**src/rtl/traffic_pkg.sv**
```systemverilog
// rtl/traffic_pkg.sv - shared state encoding and default phase lengths for the junction controller
package traffic_pkg;

   typedef enum logic [2:0] {
      ALL_RED   = 3'd0,
      RED_AMBER = 3'd1,
      GREEN     = 3'd2,
      AMBER     = 3'd3,
      WALK      = 3'd4
   } state_t;

   localparam int DEF_N_APPROACH    = 2;
   localparam int DEF_ALLRED_CYCLES = 1;
   localparam int DEF_RA_CYCLES     = 2;
   localparam int DEF_GREEN_CYCLES  = 8;
   localparam int DEF_AMBER_CYCLES  = 3;
   localparam int DEF_WALK_CYCLES   = 6;
   localparam int DEF_CNT_W         = 8;

   // Width of the approach index; a single approach still gets one bit.
   function automatic int idx_width(input int n);
      return (n > 1) ? $clog2(n) : 1;
   endfunction

endpackage

```
**src/rtl/phase_timer.sv**
```systemverilog
// rtl/phase_timer.sv - loadable down-counter that flags the last cycle of a phase
module phase_timer #(
   parameter int CNT_W = 8
) (
   input  logic             clk,
   input  logic             load,
   input  logic [CNT_W-1:0] load_val,
   input  logic             en,
   output logic             done
);

   logic [CNT_W-1:0] count;

   // Load wins over decrement; the count parks at zero instead of wrapping.
   always_ff @(posedge clk) begin
      if (load) begin
         count <= load_val;
      end else if (en && (count != '0)) begin
         count <= count - 1'b1;
      end
   end

   assign done = (count == '0);

endmodule

```
**src/rtl/traffic_junction.sv**
```systemverilog
// rtl/traffic_junction.sv - round-robin junction controller with latched pedestrian walk phase
module traffic_junction
   import traffic_pkg::*;
#(
   parameter int N_APPROACH    = DEF_N_APPROACH,
   parameter int ALLRED_CYCLES = DEF_ALLRED_CYCLES,
   parameter int RA_CYCLES     = DEF_RA_CYCLES,
   parameter int GREEN_CYCLES  = DEF_GREEN_CYCLES,
   parameter int AMBER_CYCLES  = DEF_AMBER_CYCLES,
   parameter int WALK_CYCLES   = DEF_WALK_CYCLES,
   parameter int CNT_W         = DEF_CNT_W
) (
   input  logic                                clk,
   input  logic                                rst,
   input  logic                                enable,
   input  logic                                ped_req,
   output logic [N_APPROACH-1:0]               red,
   output logic [N_APPROACH-1:0]               amber,
   output logic [N_APPROACH-1:0]               green,
   output logic                                walk,
   output logic [idx_width(N_APPROACH)-1:0]    active_idx,
   output logic                                ped_pending
);

   localparam int IDX_W = idx_width(N_APPROACH);
   localparam logic [IDX_W-1:0] LAST_IDX = IDX_W'(N_APPROACH - 1);

   state_t                state;
   state_t                next_state;
   logic                  timer_done;
   logic                  timer_load;
   logic                  advance;
   logic [CNT_W-1:0]      load_val;
   logic [N_APPROACH-1:0] onehot;

   // Phase length minus one, i.e. the counter value that gives exactly that many cycles.
   function automatic logic [CNT_W-1:0] reload(input state_t s);
      case (s)
         RED_AMBER: return CNT_W'(RA_CYCLES - 1);
         GREEN:     return CNT_W'(GREEN_CYCLES - 1);
         AMBER:     return CNT_W'(AMBER_CYCLES - 1);
         WALK:      return CNT_W'(WALK_CYCLES - 1);
         default:   return CNT_W'(ALLRED_CYCLES - 1);
      endcase
   endfunction

   assign advance    = enable & timer_done;
   assign timer_load = rst | advance;
   assign load_val   = rst ? CNT_W'(ALLRED_CYCLES - 1) : reload(next_state);
   assign onehot     = N_APPROACH'(1) << active_idx;

   phase_timer #(
      .CNT_W (CNT_W)
   ) u_timer (
      .clk      (clk),
      .load     (timer_load),
      .load_val (load_val),
      .en       (enable),
      .done     (timer_done)
   );

   // State register; reset aborts whatever phase is in progress.
   always_ff @(posedge clk) begin
      if (rst) begin
         state <= ALL_RED;
      end else begin
         state <= next_state;
      end
   end

   // Approach pointer moves on only when its amber phase finishes.
   always_ff @(posedge clk) begin
      if (rst) begin
         active_idx <= '0;
      end else if (advance && (state == AMBER)) begin
         active_idx <= (active_idx == LAST_IDX) ? '0 : active_idx + 1'b1;
      end
   end

   // Pedestrian latch: presses during the walk itself are dropped, leaving the walk clears it.
   always_ff @(posedge clk) begin
      if (rst) begin
         ped_pending <= 1'b0;
      end else if (state == WALK) begin
         if (advance) begin
            ped_pending <= 1'b0;
         end
      end else if (ped_req) begin
         ped_pending <= 1'b1;
      end
   end

   // Next-state selection and Moore lamp decode from the registered state.
   always_comb begin
      next_state = state;
      red        = '1;
      amber      = '0;
      green      = '0;
      walk       = 1'b0;

      if (advance) begin
         case (state)
            ALL_RED:   next_state = ped_pending ? WALK : RED_AMBER;
            RED_AMBER: next_state = GREEN;
            GREEN:     next_state = AMBER;
            AMBER:     next_state = ALL_RED;
            WALK:      next_state = ALL_RED;
            default:   next_state = ALL_RED;
         endcase
      end

      case (state)
         RED_AMBER: amber = onehot;
         GREEN: begin
            red   = ~onehot;
            green = onehot;
         end
         AMBER: begin
            red   = ~onehot;
            amber = onehot;
         end
         WALK:    walk = 1'b1;
         default: ;
      endcase
   end

endmodule

```
**config.mk**
```make
export PLATFORM = sky130hd
export DESIGN_NAME = traffic_junction
export DESIGN_NICKNAME = d
export VERILOG_FILES = /design/src/rtl/traffic_pkg.sv /design/src/rtl/phase_timer.sv /design/src/rtl/traffic_junction.sv
export SDC_FILE = /design/constraint.sdc
export NUM_CORES = 1
export LEC_CHECK = 0
export CAP_MARGIN = 5
export CORE_ASPECT_RATIO = 0.6
export CORE_UTILIZATION = 35
export CTS_CLUSTER_DIAMETER = 50
export DETAILED_ROUTE_END_ITERATION = 8
export SLEW_MARGIN = 10
export SYNTH_ARGS = -nofsm -noshare
export SYNTH_HDL_FRONTEND = slang
export SYNTH_SLANG_ARGS = --single-unit
```
**constraint.sdc**
```tcl
create_clock -name clk -period 4.12 [get_ports clk]
set_input_delay 0.412 -clock clk [delete_from_list [all_inputs] [get_ports clk]]
set_output_delay 0.412 -clock clk [all_outputs]
set_load 0.01 [all_outputs]
```
==> impl.org <==
** Pwr
- Largest vdd supply drop :: approximately 0.24 mV
- In this run the power density over the cells is 363 nW/µm².
- In this run the static leakage power is roughly 0.35 nW.

** Routing
- For this block, the routed nets add up to around 1800 µm of wire.
- Vias per std cell :: 5.49
- Routed length on met1 :: 978 µm
- The routed design uses 652 µm of met2 wire.
- Number of DRC violations after detailed routing :: 0
- In this run, the number of DRC markers left after iteration 0 of detailed routing was 25.
- The detailed router placed 714 vias in this run.
- Antenna violation net count after detailed routing :: 0
- After detailed routing, the met3 layer carries 109 µm of wire.
- Routed wire per std cell :: 13.5 µm
- First-pass iteration count of the detailed router :: 4
- Routed signal wires occupy layers up through met4.

** Setup path
- Data on the critical path arrives at its endpoint at 1840 ps.
- The critical path is of the reg -> out type.
- Critical Path RT :: 3710 ps
- The worst setup path is launched from a flip-flop.
- Along the worst path, the maximum fanout reaches 8.
- CP top delay family :: simple AND/OR/NAND/NOR gates
- Worst path cell trace :: or3b_2 -> nor2_1 -> clkdlybuf4s50_1
- Together, buffers and inverters on the worst path number 1.
- Slowest stage cell, crit path :: clkdlybuf4s50_1
- In this design, the stage delay of the slowest critical-path cell is 530 ps.
- Category of the worst setup path capture point :: primary output
- In this run the number of cells on the critical path is 3.
- Cell count of the worst reg-to-reg path :: 5

** STA
- Worst max-slew margin expressed relative to the limit :: 0.327
- The total count of max-transition violations in the final report came to 0.
- At the pin with the least slew margin, the transition time is 995 ps.
- Dividing the final minimum period by the clock period gives 0.546.
- After routing, the total negative slack on setup checks comes to 0 ps.
- Static timing analysis puts the maximum clock frequency at 444 MHz.
- Clock Skew :: 0.724 ps
- Hold Vio Cnt, Final :: 0
- RSZ-0062 raised after global routing :: no
- The worst path in the final design needs a cycle of 2250 ps, including I/O delays and setup.
- Setup violations remaining at the end of the flow were counted as 0.

** Placed design
- Input and output buffers added on the ports amount to 12.
- The HPWL after detailed placement is 1280 µm.
- Gpl congestion :: 0.808
- Placed Instances :: 126

** Cells and area
- Layout Nets :: 107
- The repair_antennas step left the layout with diodes totalling 0.
- Relative to the synthesized area, the layout overhead comes to 18.3%.
- In the final layout, the share of cells above drive strength 1 is 0.100.
- Leaving out filler cells and counting taps, the final layout contains 130.

** Clock network
- The later pin in the worst-skew pair is clocked with a latency of 240 ps.
- CTS Buffer Depth :: 2
- Clock tree from TritonCTS :: yes
- CTS placed an instance of clkbuf_8 at the clock tree root.
- Number of post-CTS setup repair buffers :: 0
- Post-CTS Resized :: 0
- CTS built an H-tree with a depth of 1.
- Clock-pin slew was measured on the worst setup and hold paths at approximately 50 ps.
- Clk sinks :: 13
- In this run, post-CTS hold repair placed 0 buffers.
- Inserted Clock Buffers :: 3

** Floorplan
- For this configuration, the core starts out at a cell density of 0.380.
- From left edge to right edge, the die measures 65.5 µm.
- Overall die height :: 40.1 µm
- Pin placement for this block handled 13 I/O pins.
- The total area inside the core boundary comes to 2230 µm².
- Count of standard-cell rows :: 13
- The die covers 2620 µm².

** Job
- Number of max-capacitance violations reported :: 0

** Synth
- Mean instance size in the synthesized netlist :: 9.40 µm²
- Of the total synthesized cell area, the portion taken by XOR and XNOR cells is 0.0207.
- Multiplexer fraction of the synthesized cell area :: 0
- Number of register bits inferred by synthesis :: 13
- The number of nets in the synthesized netlist is 96.
- Register area share after synthesis :: 0.402
- Arithmetic-cell share of the synthesized area counting full adders, half adders and majority gates :: 0.0296
- Counting distinct cell types in the post-synthesis netlist gives 34.
- The mapped netlist covers about 850 µm².
- During synthesis, Yosys emitted a total of 0 warnings.
- Synth Instances :: 90
- After synthesis, the largest family of logic cells by area is simple AND/OR/NAND/NOR gates.
- The fraction of the mapped netlist area in compound gates was 0.183.
- Synthesized-area fraction occupied by and/or/nand/nor cells :: 0.290

** Hold path
- Type of the most critical hold path :: reg -> reg
- Hold path depth :: 2

** GRT
- Across every metal layer, demand over resource in global routing totals 0.155.
- The first global-routing pass estimated 2840 µm of wire.
- Entering global routing, the biggest net connects 15 pins.
- The via count of the first global-routing pass is 577.
- Initial antenna violation count :: 0
- Leftover overflow at the end of global routing :: 0

** Run status
- Run status :: complete, no violations
[placed cells by master, fill, tap and decap left out]
| cell | instances |
|---|---|
| a211o_2 | 1 |
| a21o_1 | 1 |
| a21oi_1 | 13 |
| and3b_1 | 2 |
| clkbuf_1 | 1 |
| clkbuf_8 | 3 |
| clkdlybuf4s50_1 | 12 |
| dfxtp_1 | 5 |
| edfxtp_1 | 8 |
| ha_1 | 2 |
| inv_1 | 4 |
| nand2_1 | 2 |
| nand3_1 | 1 |
| nand3b_1 | 2 |
| nand4_1 | 2 |
| nor2_1 | 5 |
| nor3_1 | 5 |
| nor3b_1 | 1 |
| nor4_1 | 2 |
| nor4bb_1 | 1 |
| o2111ai_1 | 1 |
| o21ai_0 | 5 |
| o31a_1 | 1 |
| o31ai_1 | 4 |
| or2_2 | 2 |
| or2b_2 | 1 |
| or3b_2 | 3 |
| or4_1 | 6 |
| or4b_1 | 1 |
| or4bb_1 | 1 |
| xnor2_1 | 1 |
| xor2_1 | 1 |
[sequential cells by signal, indices dropped and copies added (netlist names)]
signal and cells:
u_timer.count 8, state 3, active_idx 1, ped_pending 1
[cells in the mapped netlist (all sizes together)]
| cell type | n | share of area |
|---|---|---|
| and3b | 2 | 0.021 |
| or2b | 1 | 0.010 |
| nor4 | 2 | 0.015 |
| or4bb | 1 | 0.013 |
| or3b | 3 | 0.031 |
| edfxtp | 8 | 0.28 |
| inv | 4 | 0.018 |
| clkbuf | 2 | 0.021 |
| nand3b | 2 | 0.018 |
| nor3b | 1 | 0.0089 |
| clkdlybuf4s50 | 1 | 0.013 |
| o21ai | 5 | 0.030 |
| or4b | 1 | 0.012 |
| buf | 2 | 0.012 |
| nand4 | 2 | 0.015 |
| or2 | 2 | 0.015 |
| o31ai | 4 | 0.036 |
| xnor2 | 1 | 0.010 |
| nand3 | 1 | 0.0059 |
| xor2 | 1 | 0.010 |
| dfxtp | 5 | 0.12 |
| o2111ai | 1 | 0.010 |
| or4 | 6 | 0.053 |
| a211o | 1 | 0.012 |
| nor4bb | 1 | 0.012 |
| o31a | 1 | 0.010 |
| nand2 | 2 | 0.0089 |
| nor2 | 5 | 0.022 |
| ha | 2 | 0.030 |
| a21o | 1 | 0.0089 |
| dlygate4sd1 | 1 | 0.010 |
| a21oi | 13 | 0.077 |
| nor3 | 5 | 0.030 |
[layout make-up]
cell class / instances / area (µm²)
flip-flops and latches: 13 / 340
well taps: 30 / 37.5
clock buffers: 4 / 45.0
fillers: 198 / 1230
repair buffers: 12 / 120
multi-input cells: 67 / 443
inverters: 4 / 15.0
[through the flow]
step                area (µm²)  setup slack (ps)  power [mW]  hold slack (ps)   util
floorplan                  846              2150       0.230              481      -
global placement           956              1690       0.252              494  0.429
detailed placement         956              1660       0.251              505  0.429
CTS                       1000              1870       0.366              513  0.449
global route              1000              1760       0.386              545  0.449
finish                    1000              1870       0.363              503  0.449
[worst reg2reg max path, cell delays in order (launching register included)]
cell and delay (ps):
edfxtp_1 420, inv_1 130, ha_1 210, or4bb_1 600
or4_1 530, a21oi_1 160
[power by group]
part | switching [mW] | internal, mW | leakage, nW | total (mW)
registers | 0.0187 | 0.155 | 0.128 | 0.174
clock network | 0.0451 | 0.0683 | 0.0228 | 0.113
logic | 0.0424 | 0.0337 | 0.199 | 0.0761
[logic make-up (layout without fill, tap and decap cells)]
logic type / count (synthesis) / count (layout)
simple gates: 37 / 37
buf+inv: 10 / 20
fa+ha+maj: 2 / 2
compound gates: 26 / 26
xor+xnor: 2 / 2
flops: 13 / 13
[metal layers]
layer,vias to the layer above,global-route usage
met3,2,0.0597
li1,370,-
met5,-,0
met4,0,0.0489
met2,21,0.201
met1,321,0.228
[worst paths after layout]
check,to,from,slack [ps]
worst min register to register,ped_pending$_SDFFE_PP0P_,ped_pending$_SDFFE_PP0P_,500
worst max register to register,u_timer.count[1]$_DFFE_PP_,u_timer.count[0]$_DFFE_PP_,1920
worst min-delay path,ped_pending$_SDFFE_PP0P_,ped_pending$_SDFFE_PP0P_,500
worst max-delay path,green[0],state[1]$_SDFF_PP0_,1870
(Power assumes the default switching activity.)
